<file path="config.mk">
export PLATFORM = sky130hd
export DESIGN_NAME = sync_bank
export DESIGN_NICKNAME = d
export VERILOG_FILES = /design/src/rtl/sync_bank.sv
export SDC_FILE = /design/constraint.sdc
export NUM_CORES = 1
export LEC_CHECK = 0
export ABC_AREA = 1
export BUFFER_PORTS_ARGS = -buffer_cell sky130_fd_sc_hd__buf_2
export CAP_MARGIN = 15
export CORE_ASPECT_RATIO = 0.9
export CORE_MARGIN = 3
export CORE_UTILIZATION = 50
export DETAILED_ROUTE_END_ITERATION = 6
export PLACE_DENSITY = 0.76
export SETUP_SLACK_MARGIN = 0.02
export SKIP_CTS_REPAIR_TIMING = 1
export SYNTH_ARGS = -nofsm -noshare
export SYNTH_HDL_FRONTEND = slang
export SYNTH_SLANG_ARGS = --single-unit
</file>
<file path="constraint.sdc">
create_clock -name dst_clk -period 1.27 [get_ports dst_clk]
set_input_delay 0.254 -clock dst_clk [delete_from_list [all_inputs] [get_ports dst_clk]]
set_output_delay 0.254 -clock dst_clk [all_outputs]
set_load 0.01 [all_outputs]
</file>
<file path="src/rtl/sync_bank.sv">
// Multi-channel single-bit synchroniser: STAGES-deep flop chain per channel,
// optional stability filter, and registered rise/fall/edge pulses.
module sync_bank #(
    parameter int                NUM_CH     = 4,
    parameter int                STAGES     = 2,
    parameter int                FILTER_LEN = 0,
    parameter logic [NUM_CH-1:0] RST_VAL    = '0
) (
    input  logic              dst_clk,
    input  logic              rst_n,
    input  logic [NUM_CH-1:0] async_in,
    output logic [NUM_CH-1:0] sync_level,
    output logic [NUM_CH-1:0] sync_rise,
    output logic [NUM_CH-1:0] sync_fall,
    output logic [NUM_CH-1:0] sync_edge
);

    localparam int                N       = (FILTER_LEN < 1) ? 1 : FILTER_LEN;
    localparam int                CNT_W   = $clog2(N) + 1;
    localparam logic [CNT_W-1:0]  CNT_MAX = CNT_W'(N - 1);

    generate
        if (STAGES < 2) begin : g_bad_stages
            $error("sync_bank: STAGES must be at least 2");
        end
    endgenerate

    logic [NUM_CH-1:0] stage [STAGES];
    logic [NUM_CH-1:0] raw;
    logic [NUM_CH-1:0] next_level;
    logic [CNT_W-1:0]  cnt_q [NUM_CH];
    logic [CNT_W-1:0]  cnt_d [NUM_CH];

    // stage[0] is the only flop that may go metastable; stages are wired back to back.
    always_ff @(posedge dst_clk or negedge rst_n) begin
        if (!rst_n) begin
            for (int i = 0; i < STAGES; i++) begin
                stage[i] <= RST_VAL;
            end
        end else begin
            stage[0] <= async_in;
            for (int i = 1; i < STAGES; i++) begin
                stage[i] <= stage[i-1];
            end
        end
    end

    assign raw = stage[STAGES-1];

    // A channel's level only follows raw after N consecutive mismatching cycles.
    always_comb begin
        next_level = sync_level;
        for (int c = 0; c < NUM_CH; c++) begin
            cnt_d[c] = '0;
            if (raw[c] != sync_level[c]) begin
                if (cnt_q[c] == CNT_MAX) begin
                    next_level[c] = raw[c];
                end else begin
                    cnt_d[c] = cnt_q[c] + CNT_W'(1);
                end
            end
        end
    end

    always_ff @(posedge dst_clk or negedge rst_n) begin
        if (!rst_n) begin
            sync_level <= RST_VAL;
            sync_rise  <= '0;
            sync_fall  <= '0;
            sync_edge  <= '0;
            for (int c = 0; c < NUM_CH; c++) begin
                cnt_q[c] <= '0;
            end
        end else begin
            sync_level <= next_level;
            sync_rise  <= next_level & ~sync_level;
            sync_fall  <= ~next_level & sync_level;
            sync_edge  <= next_level ^ sync_level;
            for (int c = 0; c < NUM_CH; c++) begin
                cnt_q[c] <= cnt_d[c];
            end
        end
    end

endmodule

</file>
* Word level (Yosys, flattened, before mapping) *
Cells that the tools add are included.

cells by class
  $add $sub $neg = 4
  equal/unequal tests = 4
  muxes and demuxes = 16
  bitwise gates (word level) = 5

operators by type and width
  operator                             count
  1-bit two-way mux                    16
  4-bit bitwise AND                    2
  4-bit NOT                            2
  1-bit adder (second input constant)  4
  1-bit != test                        4
  4-bit XOR                            1

word-level totals
  bits in registers = 28
  bits of input ports = 6
  logic and storage cells = 39

* Depth between registers and ports, before layout *
  depth after elaboration = 4
  depth in mapped cells = 4

* Worst setup path after synthesis *
No wires, ideal clock.

  path kind = flip-flop to flip-flop
  start point = reg sync_level[0]
  end point = reg sync_edge[0]
  setup time = 113 ps
  data arrival time = 755 ps
  required time = 1157 ps
  slack = 402 ps
  cell stages (with the launch flop) = 4
  buffers on the path = 0
  period minus slack after synthesis = 868 ps
  path through = dfrtp_1 > inv_1 > ha_1 > inv_1

on the way
  word-level cells in the longest chain between the ends = 3
  elaborated cells on any way between the ends = 4
  those cells by class = eq/ne: 1; mux: 2; bitwise: 1

RTL lines
  element                                             RTL line  text
  from (decl)                                         12        output logic [NUM_CH-1:0] sync_level,
  from (signal assigned)                              75        sync_level <= next_level;
  1-bit two-way mux or 1-bit != test (tied branches)  56, 55
  1-bit two-way mux                                   55        if (raw[c] != sync_level[c]) begin
  4-bit XOR (*)                                       78        sync_edge <= next_level ^ sync_level;
  to (signal assigned)                                78
  to (decl)                                           15        output logic [NUM_CH-1:0] sync_edge

Mark *: on every way between the ends. The rest lies on a longest branch, timed or not.

* Worst setup path after layout *
  start point = reg sync_level[0]
  end point = out sync_level[0]

No word-level cell between the ends.

==> reports/metrics.cfg <==
[critical_path]
cp_num_buf_inv=1
critPathSlowestCell=sky130_fd_sc_hd__dfrtp_1
arrival_ns=0.89
worst_path_largest_cell_delay_ns=0.44
setup.worst_path.class=reg2out
worst-endpoint-required_ns=1.02
crit_path_max_fanout=4
critPathTopFamily=flip-flops
worstPathCellList=buf_2
crit_path_start_kind=register
end_kind=output pin

[global_route]
vias_in_the_first_global_route=414
global_route.overflow_total=0
first_pass_grt_wire_length_um=1700
globalRouteTotalUtil_pct=10.5
largest_net_degree_at_the_start_of_global_routing=25
antenna_found_initial=0

[drt]
vias_per_cell=3.94
drt_pre_antenna_iters=1
drtAntennaViolNets=0
routedWlPerCell_um=9.29
via_count=425
drt-initial-drc-count=0
drt_wl_total_um=1000
drc=0

[timing]
period_minus_slack_ns=1.14
count_of_endpoints_failing_setup_in_the_final_report=0
slew-limit-headroom_pct=67.5
finalHoldViolCount=0
final.setup_skew_ns=0.00115
setup_tns_ns=0
setup_repair_after_global_routing_missed_its_margin=no
fmax_mhz=877
min_period_over_period_pct=89.7
maxSlewViolCount=0
holdWs_ns=0.0560
tightestPinTransition_ns=0.487

[pwr]
max_ir_drop_vdd_uv=1100
cellPowerDensity_nw_per_um2=1420
logic_pwr_share_pct=13.7
share_clk_of_total_power_pct=25.3
power.internal_w=0.00110
share_seq_of_total_power_pct=61.0
total_leakage_power_nw=0.602
swShare_pct=23.9
switching_power_w=0.000346

[floorplanning]
initial_core_util_pct=55.6
core_um2=1510
die_area_um2=2210
core.rowCount=13
die_h_um=44.9
fp.dieW_um=49.2
design.portCount=22

[yosys]
synth_warnings=0
netlist_instances=60
synth-seq-cells=24
post_synth_main_area_contributors=sky130_fd_sc_hd__dfrtp_1 71%, sky130_fd_sc_hd__ha_1 18%, sky130_fd_sc_hd__inv_1 8.9%
syn_area_per_cell_um2=14.0
yosysUniqueCellTypes=4
seq_area_frac_synth_pct=71.4
postSynthNetCount=78
synth_largest_area_cell=sky130_fd_sc_hd__dfrtp_1
mappedNetlistArea_um2=841
yosysTopAreaCellShare_pct=71.4

[final_layout]
n_antenna_cell=0
area.growth.synth_to_final_pct=21.3
drive_gt1_share_pct=29.1
final_nets=105

[run]
drv_cap=0

[place]
gpl.final_weighted_congestion=0.612
place_hpwl_um=787
port_buf_inserts=21

[clock_tree]
cts_tree=built
cts.clk_slew.worst_paths_ns=0.11
worst_skew_pair.late_latency_ns=0.29
cts_inserted_buffers=3
clkSinkCount=24
clock_tree.htree_level_count=1
clock-root-buffer=sky130_fd_sc_hd__clkbuf_4
cts.path.max_buffers=2

[outcome]
status=finished clean

[worst_hold_path]
hold_class=in2reg

==> per-stage QoR <==
| stage | worst slack, ns | cells | power (W) | utilization, % | instance area (µm²) |
|---|---|---|---|---|---|
| global placement | 0.429 | 103 | 0.00109 | 64.4 | 973 |
| global route | 0.0699 | 108 | 0.00155 | 67.4 | 1020 |
| detailed placement | 0.400 | 103 | 0.00110 | 64.4 | 973 |
| floorplan | 0.402 | 60 | 0.000993 | - | 841 |
| finish | 0.130 | 108 | 0.00145 | 67.4 | 1020 |
| CTS | 0.103 | 107 | 0.00148 | 66.7 | 1010 |
==> layout by cell type (no fill, tap or decap), drive strengths merged <==
cell type     n
dlygate4sd3   1
ha           12
nand2         4
dfrtp        24
inv          20
buf          21
clkbuf        4
==> kinds of logic (layout without fill, tap and decap cells) <==
kind of cell | count (synthesis) | in the layout | synth area share [%]
buf+inv | 20 | 46 | 8.93
flops | 24 | 24 | 71.4
fa+ha+maj | 12 | 12 | 17.9
simple gates | 4 | 4 | 1.79
==> sequential cells by signal, summed over array words and instances, names as in the netlist <==
signal	count
stage	4
sync_rise	4
raw	4
sync_level	4
sync_edge	4
sync_fall	4
==> worst paths after layout <==
kind	from	end	slack, ns	cells after the start
setup / recovery	sync_level[0]	sync_level[0]	0.13	1
hold / removal	async_in[0]	stage[4]	0.06	1
setup reg to reg	sync_level[0]	sync_edge[0]	0.40	3
hold reg to reg	stage[5]	raw[1]	0.36	0
max in group asynchronous	rst_n	sync_level[3]	0.50	2
min in group asynchronous	rst_n	sync_fall[1]	0.44	2
==> cells in the mapped netlist <==
library cell and count:
sky130_fd_sc_hd__dfrtp_1 24, sky130_fd_sc_hd__inv_1 20, sky130_fd_sc_hd__ha_1 12, sky130_fd_sc_hd__nand2_1 4
==> power by group through the flow <==
stage,sequential (W),clock [W],combinational (W)
3_5_place_dp,0.000902,0,0.000202
6_report,0.000884,0.000366,0.000199
4_1_cts,0.000888,0.000390,0.000203
2_1_floorplan,0.000934,0,0.0000591
3_3_place_gp,0.000895,0,0.000197
5_1_grt,0.000897,0.000427,0.000229
==> per-layer routing <==
metal | vias up | track usage [%] | share of wire (%)
met5 | - | 0 | 0
met4 | 0 | 0 | 0
met3 | 0 | 6.60 | 8.1
met2 | 16 | 16.3 | 43
met1 | 191 | 13.5 | 48
li1 | 218 | - | -
==> cell type report <==
cell class / instances / area (µm²)
Inverter: 20 / 75.1
Timing Repair Buffer: 22 / 115
Clock buffer: 4 / 36.3
Tap cell: 22 / 27.5
Fill cell: 116 / 493
Sequential cell: 24 / 601
Multi-Input combinational cell: 16 / 165
Note: power is estimated with default switching activity, not from simulation.
